===== src/rtl/rf_pkg.sv =====
// Shared constants for the banked PIC-style register file: SFR addresses,
// write-command encodings, STATUS/OPTION bit positions and reset values.
package rf_pkg;

    localparam logic [4:0] ADDR_INDF       = 5'h00;
    localparam logic [4:0] ADDR_TMR0       = 5'h01;
    localparam logic [4:0] ADDR_PCL        = 5'h02;
    localparam logic [4:0] ADDR_STATUS     = 5'h03;
    localparam logic [4:0] ADDR_FSR        = 5'h04;
    localparam logic [4:0] ADDR_PORTA      = 5'h05;
    localparam logic [4:0] ADDR_PORTB      = 5'h06;
    localparam logic [4:0] ADDR_PORTC      = 5'h07;

    typedef enum logic [2:0] {
        CMD_NONE   = 3'b000,
        CMD_STATUS = 3'b001,
        CMD_FILE   = 3'b010,
        CMD_OPTION = 3'b011,
        CMD_FSR    = 3'b100
    } wr_cmd_e;

    localparam int STATUS_C   = 0;
    localparam int STATUS_DC  = 1;
    localparam int STATUS_Z   = 2;
    localparam int STATUS_PD  = 3;
    localparam int STATUS_TO  = 4;
    localparam int STATUS_PA0 = 5;

    localparam int OPT_PS_LSB = 0;
    localparam int OPT_PS_MSB = 2;
    localparam int OPT_PSA    = 3;
    localparam int OPT_T0SE   = 4;
    localparam int OPT_T0CS   = 5;

    localparam logic [7:0] STATUS_RST = 8'h18;
    localparam logic [7:0] FSR_RST    = 8'h00;
    localparam logic [5:0] OPTION_RST = 6'h3F;

    // Low PS+1 bits of the prescaler: 1:2 for PS=0 up to 1:256 for PS=7.
    function automatic logic [7:0] prescale_mask(input logic [2:0] ps);
        return 8'hFF >> (3'd7 - ps);
    endfunction

endpackage


===== src/rtl/tmr0_prescaler.sv =====
// TMR0 with its 8-bit prescaler and the two-tick inhibit that follows a
// software write to TMR0.
module tmr0_prescaler
    import rf_pkg::*;
(
    input  logic       clk,
    input  logic       rst,
    input  logic       tick_i,
    input  logic       load_i,
    input  logic [7:0] load_data_i,
    input  logic [5:0] option_i,
    output logic [7:0] tmr0_o
);

    logic [7:0] tmr0_q, tmr0_d;
    logic [7:0] pre_q, pre_d;
    logic [1:0] inhibit_q, inhibit_d;
    logic       unused_t0se;

    assign unused_t0se = option_i[OPT_T0SE];

    always_comb begin
        tmr0_d    = tmr0_q;
        pre_d     = pre_q;
        inhibit_d = inhibit_q;
        // A load beats a coincident tick, so that tick's increment is dropped.
        if (load_i) begin
            tmr0_d    = load_data_i;
            pre_d     = 8'h00;
            inhibit_d = 2'd2;
        end else if (tick_i && !option_i[OPT_T0CS]) begin
            if (inhibit_q != 2'd0) begin
                inhibit_d = inhibit_q - 2'd1;
            end else if (option_i[OPT_PSA]) begin
                tmr0_d = tmr0_q + 8'd1;
            end else begin
                pre_d = pre_q + 8'd1;
                if ((pre_d & prescale_mask(option_i[OPT_PS_MSB:OPT_PS_LSB])) == 8'h00) begin
                    tmr0_d = tmr0_q + 8'd1;
                end
            end
        end
    end

    always_ff @(posedge clk) begin
        if (!rst) begin
            tmr0_q    <= 8'h00;
            pre_q     <= 8'h00;
            inhibit_q <= 2'd0;
        end else begin
            tmr0_q    <= tmr0_d;
            pre_q     <= pre_d;
            inhibit_q <= inhibit_d;
        end
    end

    assign tmr0_o = tmr0_q;

endmodule


===== src/rtl/banked_register_file.sv =====
// PIC16C5x-class data memory: SFRs, common GPRs and FSR-banked GPR pages with
// combinational direct/indirect reads and clocked writes.
module banked_register_file
    import rf_pkg::*;
#(
    parameter int DATA_WIDTH = 8,
    parameter int PC_WIDTH   = 11,
    parameter int NUM_BANKS  = 4
) (
    input  logic                  clk,
    input  logic                  rst,
    input  logic [2:0]            write_command,
    input  logic [4:0]            file_addr,
    input  logic [DATA_WIDTH-1:0] write_data_in,
    input  logic [DATA_WIDTH-1:0] status_in,
    input  logic [PC_WIDTH-1:0]   pc_in,
    input  logic                  tick_in,
    output logic [DATA_WIDTH-1:0] reg_out,
    output logic [DATA_WIDTH-1:0] status_out,
    output logic [DATA_WIDTH-1:0] fsr_out,
    output logic [5:0]            option_out,
    output logic                  pcl_we
);

    localparam int BANK_BITS = (NUM_BANKS > 1) ? $clog2(NUM_BANKS) : 0;
    localparam int BANK_W    = (BANK_BITS > 0) ? BANK_BITS : 1;

    logic [DATA_WIDTH-1:0] status_q, status_d;
    logic [DATA_WIDTH-1:0] fsr_q, fsr_d;
    logic [5:0]            option_q, option_d;
    logic [DATA_WIDTH-1:0] common_q [8];
    logic [DATA_WIDTH-1:0] banked_q [NUM_BANKS][16];

    logic [4:0]        ea;
    logic [BANK_W-1:0] bank;
    logic              file_we;
    logic              common_we;
    logic              banked_we;
    logic              tmr0_load;
    logic [7:0]        tmr0;
    logic              unused_pc_hi;

    assign unused_pc_hi = ^pc_in[PC_WIDTH-1:8];

    // Address and bank always come from the registered FSR, so an FSR write
    // in the same cycle only affects the following access.
    assign ea = (file_addr == ADDR_INDF) ? fsr_q[4:0] : file_addr;

    generate
        if (NUM_BANKS > 1) begin : g_banked
            assign bank = fsr_q[5 +: BANK_W];
        end else begin : g_single
            assign bank = '0;
        end
    endgenerate

    assign file_we   = (write_command == CMD_FILE);
    assign common_we = file_we && (ea[4:3] == 2'b01);
    assign banked_we = file_we && ea[4];
    assign tmr0_load = file_we && (ea == ADDR_TMR0);
    assign pcl_we    = rst && file_we && (ea == ADDR_PCL);

    always_comb begin
        status_d = status_q;
        if (write_command == CMD_STATUS) begin
            status_d = status_in;
        end else if (file_we && (ea == ADDR_STATUS)) begin
            status_d            = write_data_in;
            status_d[STATUS_TO] = status_q[STATUS_TO];
            status_d[STATUS_PD] = status_q[STATUS_PD];
        end
    end

    always_comb begin
        fsr_d = fsr_q;
        if ((write_command == CMD_FSR) || (file_we && (ea == ADDR_FSR))) begin
            fsr_d = write_data_in;
        end
    end

    always_comb begin
        option_d = option_q;
        if (write_command == CMD_OPTION) begin
            option_d = write_data_in[5:0];
        end
    end

    always_ff @(posedge clk) begin
        if (!rst) begin
            status_q <= DATA_WIDTH'(STATUS_RST);
            fsr_q    <= DATA_WIDTH'(FSR_RST);
            option_q <= OPTION_RST;
            for (int i = 0; i < 8; i++) begin
                common_q[i] <= '0;
            end
            for (int b = 0; b < NUM_BANKS; b++) begin
                for (int i = 0; i < 16; i++) begin
                    banked_q[b][i] <= '0;
                end
            end
        end else begin
            status_q <= status_d;
            fsr_q    <= fsr_d;
            option_q <= option_d;
            if (common_we) begin
                common_q[ea[2:0]] <= write_data_in;
            end
            if (banked_we) begin
                banked_q[bank][ea[3:0]] <= write_data_in;
            end
        end
    end

    tmr0_prescaler u_tmr0 (
        .clk         (clk),
        .rst         (rst),
        .tick_i      (tick_in),
        .load_i      (tmr0_load),
        .load_data_i (write_data_in[7:0]),
        .option_i    (option_q),
        .tmr0_o      (tmr0)
    );

    always_comb begin
        reg_out = '0;
        if (ea[4]) begin
            reg_out = banked_q[bank][ea[3:0]];
        end else if (ea[3]) begin
            reg_out = common_q[ea[2:0]];
        end else begin
            case (ea)
                ADDR_TMR0:   reg_out = DATA_WIDTH'(tmr0);
                ADDR_PCL:    reg_out = DATA_WIDTH'(pc_in[7:0]);
                ADDR_STATUS: reg_out = status_q;
                ADDR_FSR:    reg_out = fsr_q;
                default:     reg_out = '0;
            endcase
        end
    end

    assign status_out = status_q;
    assign fsr_out    = fsr_q;
    assign option_out = option_q;

endmodule

===== config.mk =====
export PLATFORM = sky130hd
export DESIGN_NAME = banked_register_file
export DESIGN_NICKNAME = d
export VERILOG_FILES = /design/src/rtl/rf_pkg.sv /design/src/rtl/tmr0_prescaler.sv /design/src/rtl/banked_register_file.sv
export SDC_FILE = /design/constraint.sdc
export NUM_CORES = 1
export LEC_CHECK = 0
export CAP_MARGIN = 20
export CELL_PAD_IN_SITES_DETAIL_PLACEMENT = 0
export CELL_PAD_IN_SITES_GLOBAL_PLACEMENT = 1
export CORE_MARGIN = 2
export CORE_UTILIZATION = 53
export DETAILED_ROUTE_END_ITERATION = 6
export GPL_TIMING_DRIVEN = 0
export PLACE_DENSITY = 0.78
export SLEW_MARGIN = 40
export SYNTH_ARGS = -nofsm -noshare
export SYNTH_HDL_FRONTEND = slang
export SYNTH_HIERARCHICAL = 1
export SYNTH_SLANG_ARGS = --single-unit
export TNS_END_PERCENT = 100

===== constraint.sdc =====
create_clock -name clk -period 3.6 [get_ports clk]
set_input_delay 0.72 -clock clk [delete_from_list [all_inputs] [get_ports clk]]
set_output_delay 0.72 -clock clk [all_outputs]
set_load 0.01 [all_outputs]

### Word-level counts from Yosys, hierarchy flattened

Memories as Yosys holds them, arrays and structs flattened. A register that Yosys moved wholly into a read port is not among the register bits.
Index checks and enable logic that the tools add are counted.

* $add $sub $neg: 4
* $mul: 0
* div/mod/pow operators: 0
* order comparisons: 2
* equal/unequal tests: 10
* shifts and indexed selects: 1
* multiplexer cells: 34
* bitwise logic cells: 5
* reduce and logical (&&, ||, !) cells: 25

Operator list (count)
* $mux W128: 3
* $reduce_or A128 Y1: 1
* $mux W8: 13
* $bmux W8 S4: 1
* $demux W8 S4: 1
* $pmux W8 S4: 1
* $add A8 B1 Y8 const B: 2
* $mux W2: 6
* $eq A5 B2 Y1 const B: 2
* $logic_and A1 B1 Y1: 9
* $and A8 B8 Y8: 1
* $logic_not A8 Y1: 1
* $reduce_bool A2 Y1: 4
* $reduce_or A8 Y1: 1
* $shr A8 B3 Y8 const A: 1
* $mux W1: 7
* $eq A3 B2 Y1 const B: 2
* $reduce_and A3 Y1: 2
* $eq A5 B1 Y1 const B: 1
* $eq A5 B3 Y1 const B: 1
* $ge A5 B5 Y1 const B: 1
* $logic_not A5 Y1: 1
* $lt A5 B1 Y1 const B: 1
* $mux W5: 1
* other kinds (14): 17

* flip-flop bits (word level): 40
* bits in latches: 0
* RAM bits: 576
* ROM bits: 0
* output and inout bits: 31
* logic and storage cells: 91
* memories kept: 2

Memories
* banked_q: words 4, width 128, read ports 1, clocked after Yosys merged registers in 1, write ports 4, line banked_register_file.sv:32 `logic [DATA_WIDTH-1:0] banked_q [NUM_BANKS][16];`
* common_q: words 8, width 8, read ports 1, clocked after Yosys merged registers in 0, write ports 8, line banked_register_file.sv:31 `logic [DATA_WIDTH-1:0] common_q [8];`

### Depth between registers and ports, before layout

Gate-level depths: netlist of run 1.

* depth in word-level cells: 10
* mapped depth: 12
* depth with buffers taken out: 9

### Hierarchy

The synthesis of run 1 kept the hierarchy.

Modules (own cells, without submodules)
* banked_register_file: times used 1, cells an instance 1973, area each 28272.1 um^2, seq. area each 17777.0 um^2
* tmr0_prescaler: times used 1, cells an instance 132, area each 1064.8 um^2, seq. area each 360.3 um^2

### Worst setup path before layout of run 1

Ideal clock, no wire load.

* kind: input -> output
* start: input file_addr[1]
* end: output reg_out[5]
* arrival: 2.635 ns
* required time: 2.880 ns
* path slack: 0.245 ns
* stages on the path: 10
* buffers on the path: 4
* cell sequence: buf_2 -> nor3_2 -> a21o_1 -> buf_4 -> buf_4 -> buf_2 -> nor2_1 -> a32o_1 -> nand3b_1 -> a211oi_1

* word-level cells in the longest chain between the ends: 7
* elaborated cells on any way between the ends: 14

RTL lines
* from (decl): line banked_register_file.sv:13 `input logic [4:0] file_addr,`
* $logic_not A5 Y1: line banked_register_file.sv:47 `assign ea = (file_addr == ADDR_INDF) ? fsr_q[4:0] : file_addr;`
* $mux W5 *: line banked_register_file.sv:47
* $not A4 Y5 (not written as such): line banked_register_file.sv:127 `reg_out = banked_q[bank][ea[3:0]];`
* $bmux W8 S4: line banked_register_file.sv:127
* $mux W8 (not written as such) (2 in a row): line banked_register_file.sv:127
* $mux W8 *: line banked_register_file.sv:126 `if (ea[4]) begin`
* to (decl): line banked_register_file.sv:18 `output logic [DATA_WIDTH-1:0] reg_out,`

Every way passes the cells marked *; elsewhere a longest branch is shown, timed or not. The select of a mux whose other input is x is not followed.

==> results.py, run 1 <==
metrics = {
    "status": {
        "status": "finished, violations left",
        "violations": "negative setup slack",
    },
    "setup_path": {
        "cp-start-kind": "register",
        "r2r-start": "fsr_out[0]$_SDFFE_PN0P_",
        "critPathKind": "reg -> out",
        "worstPathRequired_ns": 2.88,
        "critical_path.max_fanout": 6,
        "end_kind": "output port",
        "reg2reg_depth": 7,
        "reg2reg_to": "banked_q[3][14]$_SDFFCE_PN0P_",
        "cp.arrival_ns": 3.28,
        "rrSetupSlack_ns": 0.31,
    },
    "pwr": {
        "power_density_nw_per_um2": 471,
        "fin_total_pwr_mw": 16.4,
        "vdd_drop_max_v": 0.000367,
        "p_leak_nw": 12.6,
    },
    "timing": {
        "rsz0062_at_grt": "yes",
        "min_period_over_period_pct": 111,
        "fin_ws_ns": -0.400,
        "clock.fmax_mhz": 250,
        "worstMarginPinSlew_ns": 0.981,
        "setup_viol": 8,
        "fin_skew_ns": 0.0236,
        "period_needed_ns": 4.00,
        "hold_violations": 0,
        "drv_slew": 0,
        "max_slew_margin_pct": 34.6,
    },
    "logic_synthesis": {
        "synth_top_area_cell": "edfxtp_1",
        "synth_edf_count": 576,
        "synth_cells": 2105,
        "synth_ff_type": "edfxtp_1",
        "synth-seq-cells": 618,
        "synthArstFlopShare_pct": 0,
        "synth_area_leaders": "edfxtp_1 (59%), mux4_2 (12%), and2_1 (11%)",
        "yosysSeqAreaShare_pct": 61.8,
        "synth_area_per_cell_sq_um": 13.9,
        "syn-num-nets": 2145,
        "syn-cell-area_sq_um": 29300,
        "synth_cell_types": 68,
        "yosysTopAreaCellShare_pct": 59.0,
        "ys_warn_count": 6,
    },
    "clocking": {
        "clk_pin_slew_ns": 0.06,
        "clock_sinks": 618,
        "cts_buffer_depth": 3,
        "cts-root-buf": "clkbuf_16",
        "postCtsHoldBufs": 0,
        "cts_tree": "built",
        "insertion_delay_ns": 0.63,
        "h-tree-depth": 3,
        "cts_buffers": 68,
    },
    "global_route": {
        "grt_pass1_vias": 20000,
        "antenna_found_initial": 19,
        "grt_usage_pct": 39.5,
        "grt_overflow": 0,
        "grt_pass1_wl_microns": 152000,
        "grt_start_max_net_pins": 14,
    },
    "placed_design": {
        "place.gp.congestion": 1.02,
        "hpwl_microns": 73600,
        "place_area_sq_um": 31000,
        "port_buffers": 62,
        "place_inst": 2873,
    },
    "floorplanning": {
        "initial_core_util_pct": 53.5,
        "die_height_microns": 239,
        "io_pins": 69,
        "row_count": 86,
        "dieArea_sq_um": 57300,
        "core_sq_um": 54900,
        "dieWidth_microns": 239,
    },
    "route": {
        "first_pass_iters": 5,
        "vias": 20700,
        "postRouteAntennaNets": 0,
        "vias_per_cell": 6.75,
        "drt-total-wl_microns": 111000,
        "drc": 0,
        "drt_first_iter_violations": 3196,
        "wl_per_cell_microns": 36.2,
    },
    "min_path": {
        "hp-start": "option_out[4]$_SDFFE_PN1N_",
        "hold_depth": 2,
        "hold_path_end": "option_out[4]$_SDFFE_PN1N_",
        "hold_class": "reg -> reg",
    },
    "layout": {
        "num-nets-final": 2338,
        "fin_area_sq_um": 34800,
        "drive_above_1_share_pct": 24.7,
        "final_common_cell": "edfxtp_1",
        "final_cells": 3070,
        "layout_common_cells": "edfxtp_1 (576), and2_1 (534), mux4_2 (152)",
        "syn_to_final_growth_pct": 18.7,
    },
    "run": {
        "drv_cap": 0,
    },
}
[layout make-up]
| type | count | area (sq um) |
|---|---|---|
| multi-input combinational | 1309 | 11100 |
| tap | 704 | 881 |
| sequential | 618 | 18100 |
| antenna | 12 | 30.0 |
| fill | 4107 | 20000 |
| inverter | 8 | 30.0 |
| timing repair buffer | 127 | 1170 |
| clock inverter | 32 | 181 |
| buffer | 166 | 1410 |
| clock buffer | 94 | 1880 |
[worst max-delay path: stages, from the launching register on]
cell	delay, ns
dfxtp_4	0.38
buf_12	0.15
buf_8	0.12
mux4_2	0.56
mux4_2	0.59
a221o_1	0.40
a21oi_2	0.20
a32oi_1	0.08
buf_2	0.17
[worst max-delay path by stage]
stage                       startpoint          to  slack (ns)  depth (start not counted)
final                         register  reg_out[4]       -0.40                          8
after global routing          register  reg_out[4]       -0.36                          8
after CTS                     register  reg_out[4]       -0.34                          8
after global placement    file_addr[3]  reg_out[7]       -2.33                          9
after detailed placement  file_addr[3]  reg_out[5]       -1.93                         10
after floorplan           file_addr[1]  reg_out[5]        0.24                         10
[flip-flops by register name (all words and copies together), names as in the netlist, named ones only]
register / cells
banked_q: 512
common_q: 64
fsr_out: 8
option_out: 6
status_out: 8
u_tmr0/inhibit_q: 2
u_tmr0/pre_q: 8
u_tmr0/tmr0_o: 8
[power by group]
group          switching, mW  internal [mW]
Sequential            0.0895           8.07
Clock                   2.97           3.68
Combinational           1.08          0.526
Total                   4.14           12.3
[logic make-up (layout without fill, tap and decap cells)]
family,Yosys count,after routing,share of synthesized area [%]
other,0,12,0
muxes,201,201,13.3
AOI/OAI and AO/OA,193,193,4.29
adders and majority gates,2,2,0.0853
DFF,618,618,61.8
buffers and inverters,178,427,2.58
xor gates and xnor gates,10,10,0.299
and+or+nand+nor,903,903,17.6
[metrics by stage]
step	TNS [ns]	hold slack, ns	utilization [%]	setup slack [ns]
global route	-2.28	0.522	63.4	-0.358
global placement	-899.19	0.475	56.2	-2.33
finish	-2.64	0.493	63.5	-0.400
floorplan	0	0.456	-	0.245
CTS	-2.03	0.493	62.7	-0.336
detailed placement	-779.02	0.483	56.4	-1.93
[Yosys cell counts, types with 4 or more instances]
| cell type | instances |
|---|---|
| edfxtp_1 | 576 |
| and2_1 | 534 |
| mux4_2 | 152 |
| clkbuf_1 | 126 |
| nand2_1 | 118 |
| nor2_1 | 92 |
| o21ai_0 | 83 |
| and3_1 | 56 |
| mux2i_1 | 49 |
| dfxtp_1 | 42 |
| nand3_1 | 38 |
| buf_2 | 27 |
| a21oi_1 | 25 |
| a31oi_1 | 14 |
| nand4_1 | 13 |
| buf_4 | 11 |
| a22oi_1 | 9 |
| inv_1 | 8 |
| nand2b_1 | 8 |
| a32oi_1 | 7 |
| nor2b_1 | 7 |
| nor3_1 | 7 |
| o211ai_1 | 6 |
| xnor2_1 | 6 |
| a221o_1 | 5 |
| a22o_1 | 5 |
| or3_1 | 5 |
| buf_1 | 4 |
| nor3_2 | 4 |
| o211a_1 | 4 |
| xor2_1 | 4 |
[routing by layer]
metal  wire (microns)  global-route usage (%)  vias up
met3            15500                    12.9      387
met5               16                       0        -
met4             8010                    26.6        2
met1            38800                    50.6    10400
li1                 -                       -     8249
met2            48700                    57.5     1702
[what timing repair did]
| action | CTS | global route |
|---|---|---|
| endpoints found under the setup margin | 655 | 279 |
| gates resized for setup | 285 | 53 |
| setup buffers | 35 | 29 |
| gates cloned | 2 | 0 |
| pin swaps | 29 | 20 |
Power figures use the tool's default switching activity.
==> run 2, diff against run 1 <==
- CAP_MARGIN: 20 -> unset
- CTS_BUF_LIST: unset -> sky130_fd_sc_hd__clkbuf_16
==> results.py, run 2 (synthesized netlist as in run 1, its figures left out) <==
metrics = {
    "status": {
        "status": "finished, violations left",
        "violations": "negative setup slack",
    },
    "floorplanning": {
        "initial_core_util_pct": 53.5,
        "dieArea_sq_um": 57300,
        "row_count": 86,
        "core_sq_um": 54900,
        "io_pins": 69,
        "dieWidth_microns": 239,
        "die_height_microns": 239,
    },
    "route": {
        "first_pass_iters": 7,
        "vias_per_cell": 6.74,
        "postRouteAntennaNets": 0,
        "drt-total-wl_microns": 111000,
        "drc": 0,
        "wl_per_cell_microns": 36.0,
        "vias": 20700,
        "drt_first_iter_violations": 3088,
    },
    "pwr": {
        "fin_total_pwr_mw": 16.4,
        "vdd_drop_max_v": 0.000363,
        "p_leak_nw": 12.7,
        "power_density_nw_per_um2": 469,
    },
    "timing": {
        "setup_viol": 17,
        "clock.fmax_mhz": 250,
        "fin_ws_ns": -0.399,
        "period_needed_ns": 4.00,
        "hold_violations": 0,
        "drv_slew": 0,
        "rsz0062_at_grt": "yes",
        "max_slew_margin_pct": 36.5,
        "worstMarginPinSlew_ns": 0.953,
        "min_period_over_period_pct": 111,
        "fin_skew_ns": 0.0205,
    },
    "clocking": {
        "insertion_delay_ns": 0.63,
        "cts_buffer_depth": 3,
        "cts_tree": "built",
        "clock_sinks": 618,
        "cts-root-buf": "clkbuf_16",
        "clk_pin_slew_ns": 0.06,
        "postCtsHoldBufs": 0,
        "cts_buffers": 68,
        "h-tree-depth": 3,
    },
    "placed_design": {
        "place.gp.congestion": 1.02,
        "place_inst": 2873,
        "port_buffers": 62,
        "hpwl_microns": 73600,
        "place_area_sq_um": 31000,
    },
    "setup_path": {
        "critPathKind": "reg -> out",
        "rrSetupSlack_ns": 0.24,
        "crit_slowest_cell": "dfxtp_2",
        "critical_path.max_fanout": 10,
        "cp-start-kind": "register",
        "cp.arrival_ns": 3.28,
        "slowest_delay_ns": 0.40,
        "cp_top_family": "buffers and inverters",
        "end_kind": "output port",
        "path_buf_inv": 4,
        "crit_chain": "buf_6 -> clkbuf_8 -> clkbuf_4 -> mux4_2 -> mux2i_4 -> mux2i_2 -> o211ai_1 -> a32oi_1 -> buf_2",
        "worstPathRequired_ns": 2.88,
    },
    "layout": {
        "num-nets-final": 2338,
        "final_common_cell": "edfxtp_1",
        "n_fill_cell": 4100,
        "top_register": "banked_q",
        "syn_to_final_growth_pct": 18.8,
        "largest_register_ffs": 512,
        "drive_above_1_share_pct": 24.7,
        "reg_top3": "banked_q (512), common_q (64)",
        "layout_common_cells": "edfxtp_1 (576), and2_1 (534), mux4_2 (152)",
        "final_cells": 3079,
        "fin_area_sq_um": 34900,
    },
    "global_route": {
        "grt_overflow": 0,
        "grt_pass1_vias": 20000,
        "grt_usage_pct": 39.5,
        "grt_start_max_net_pins": 14,
        "grt_pass1_wl_microns": 152000,
        "antenna_found_initial": 19,
    },
    "min_path": {
        "hold_class": "reg -> reg",
    },
    "run": {
        "drv_cap": 0,
    },
}
run 2: cell count changes in the layout (fill, tap and decap cells not counted), sizes merged:
cell	change
clkbuf	-22
inv	+22
diode	+9
run 2: repair_timing:
action | in CTS | in global routing
setup endpoints to repair | 655 | 278
cloned | 2 | 0
buffers inserted | 35 | 29
hold endpoints to repair | 0 | 0
gates resized for setup | 285 | 53
pin swaps | 29 | 20
run 2: stage by stage:
step	util, %	setup slack, ns	hold WS, ns	setup TNS [ns]
floorplan	-	0.245	0.456	0
global placement	56.2	-2.33	0.475	-899.19
detailed placement	56.4	-1.93	0.483	-779.02
CTS	62.7	-0.336	0.493	-2.03
global route	63.4	-0.358	0.522	-2.28
finish	63.5	-0.399	0.491	-2.54
run 2: worst paths after layout:
| kind | startpoint | to | cells past startpoint |
|---|---|---|---|
| min reg2reg | u_tmr0/inhibit_q[1]$_SDFFE_PN0P_ | u_tmr0/inhibit_q[0]$_SDFFE_PP0P_ | 2 |
| min | u_tmr0/inhibit_q[1]$_SDFFE_PN0P_ | u_tmr0/inhibit_q[0]$_SDFFE_PP0P_ | 2 |
| max | register | reg_out[4] | 9 |
| max reg2reg | fsr_out[0]$_SDFFE_PN0P_ | banked_q[3][8]$_SDFFCE_PN0P_ | 7 |
run 2: per-layer routing:
metal  part of all wire (%)  track usage (%)
met1                     35             50.6
met2                     44             57.5
met3                     14             12.9
met4                    7.0             26.6
met5                  0.014                0
run 2: where the power goes:
part | switching (mW) | leakage, nW | internal [mW]
logic | 1.08 | 5.37 | 0.526
clock network | 2.98 | 1.09 | 3.62
registers | 0.0894 | 6.24 | 8.07
total | 4.15 | 12.7 | 12.2
run 2: area by class of cell:
type | count | area [sq um] | area share [%]
multi-input combinational | 1309 | 11100 | 31.8
sequential | 618 | 18100 | 52.1
timing repair buffer | 127 | 1170 | 3.36
antenna | 21 | 52.6 | 0.151
tap | 704 | 881 | 2.53
clock buffer | 72 | 1800 | 5.17
clock inverter | 54 | 264 | 0.757
buffer | 166 | 1410 | 4.05
inverter | 8 | 30.0 | 0.0861
run 2: worst reg2reg max path: cells and delay by family (launching register included):
family	cells	cell delay, ns
buffers and inverters	2	0.34
DFF	1	0.37
AOI/OAI and AO/OA	2	0.83
and+or+nand+nor	3	1.46
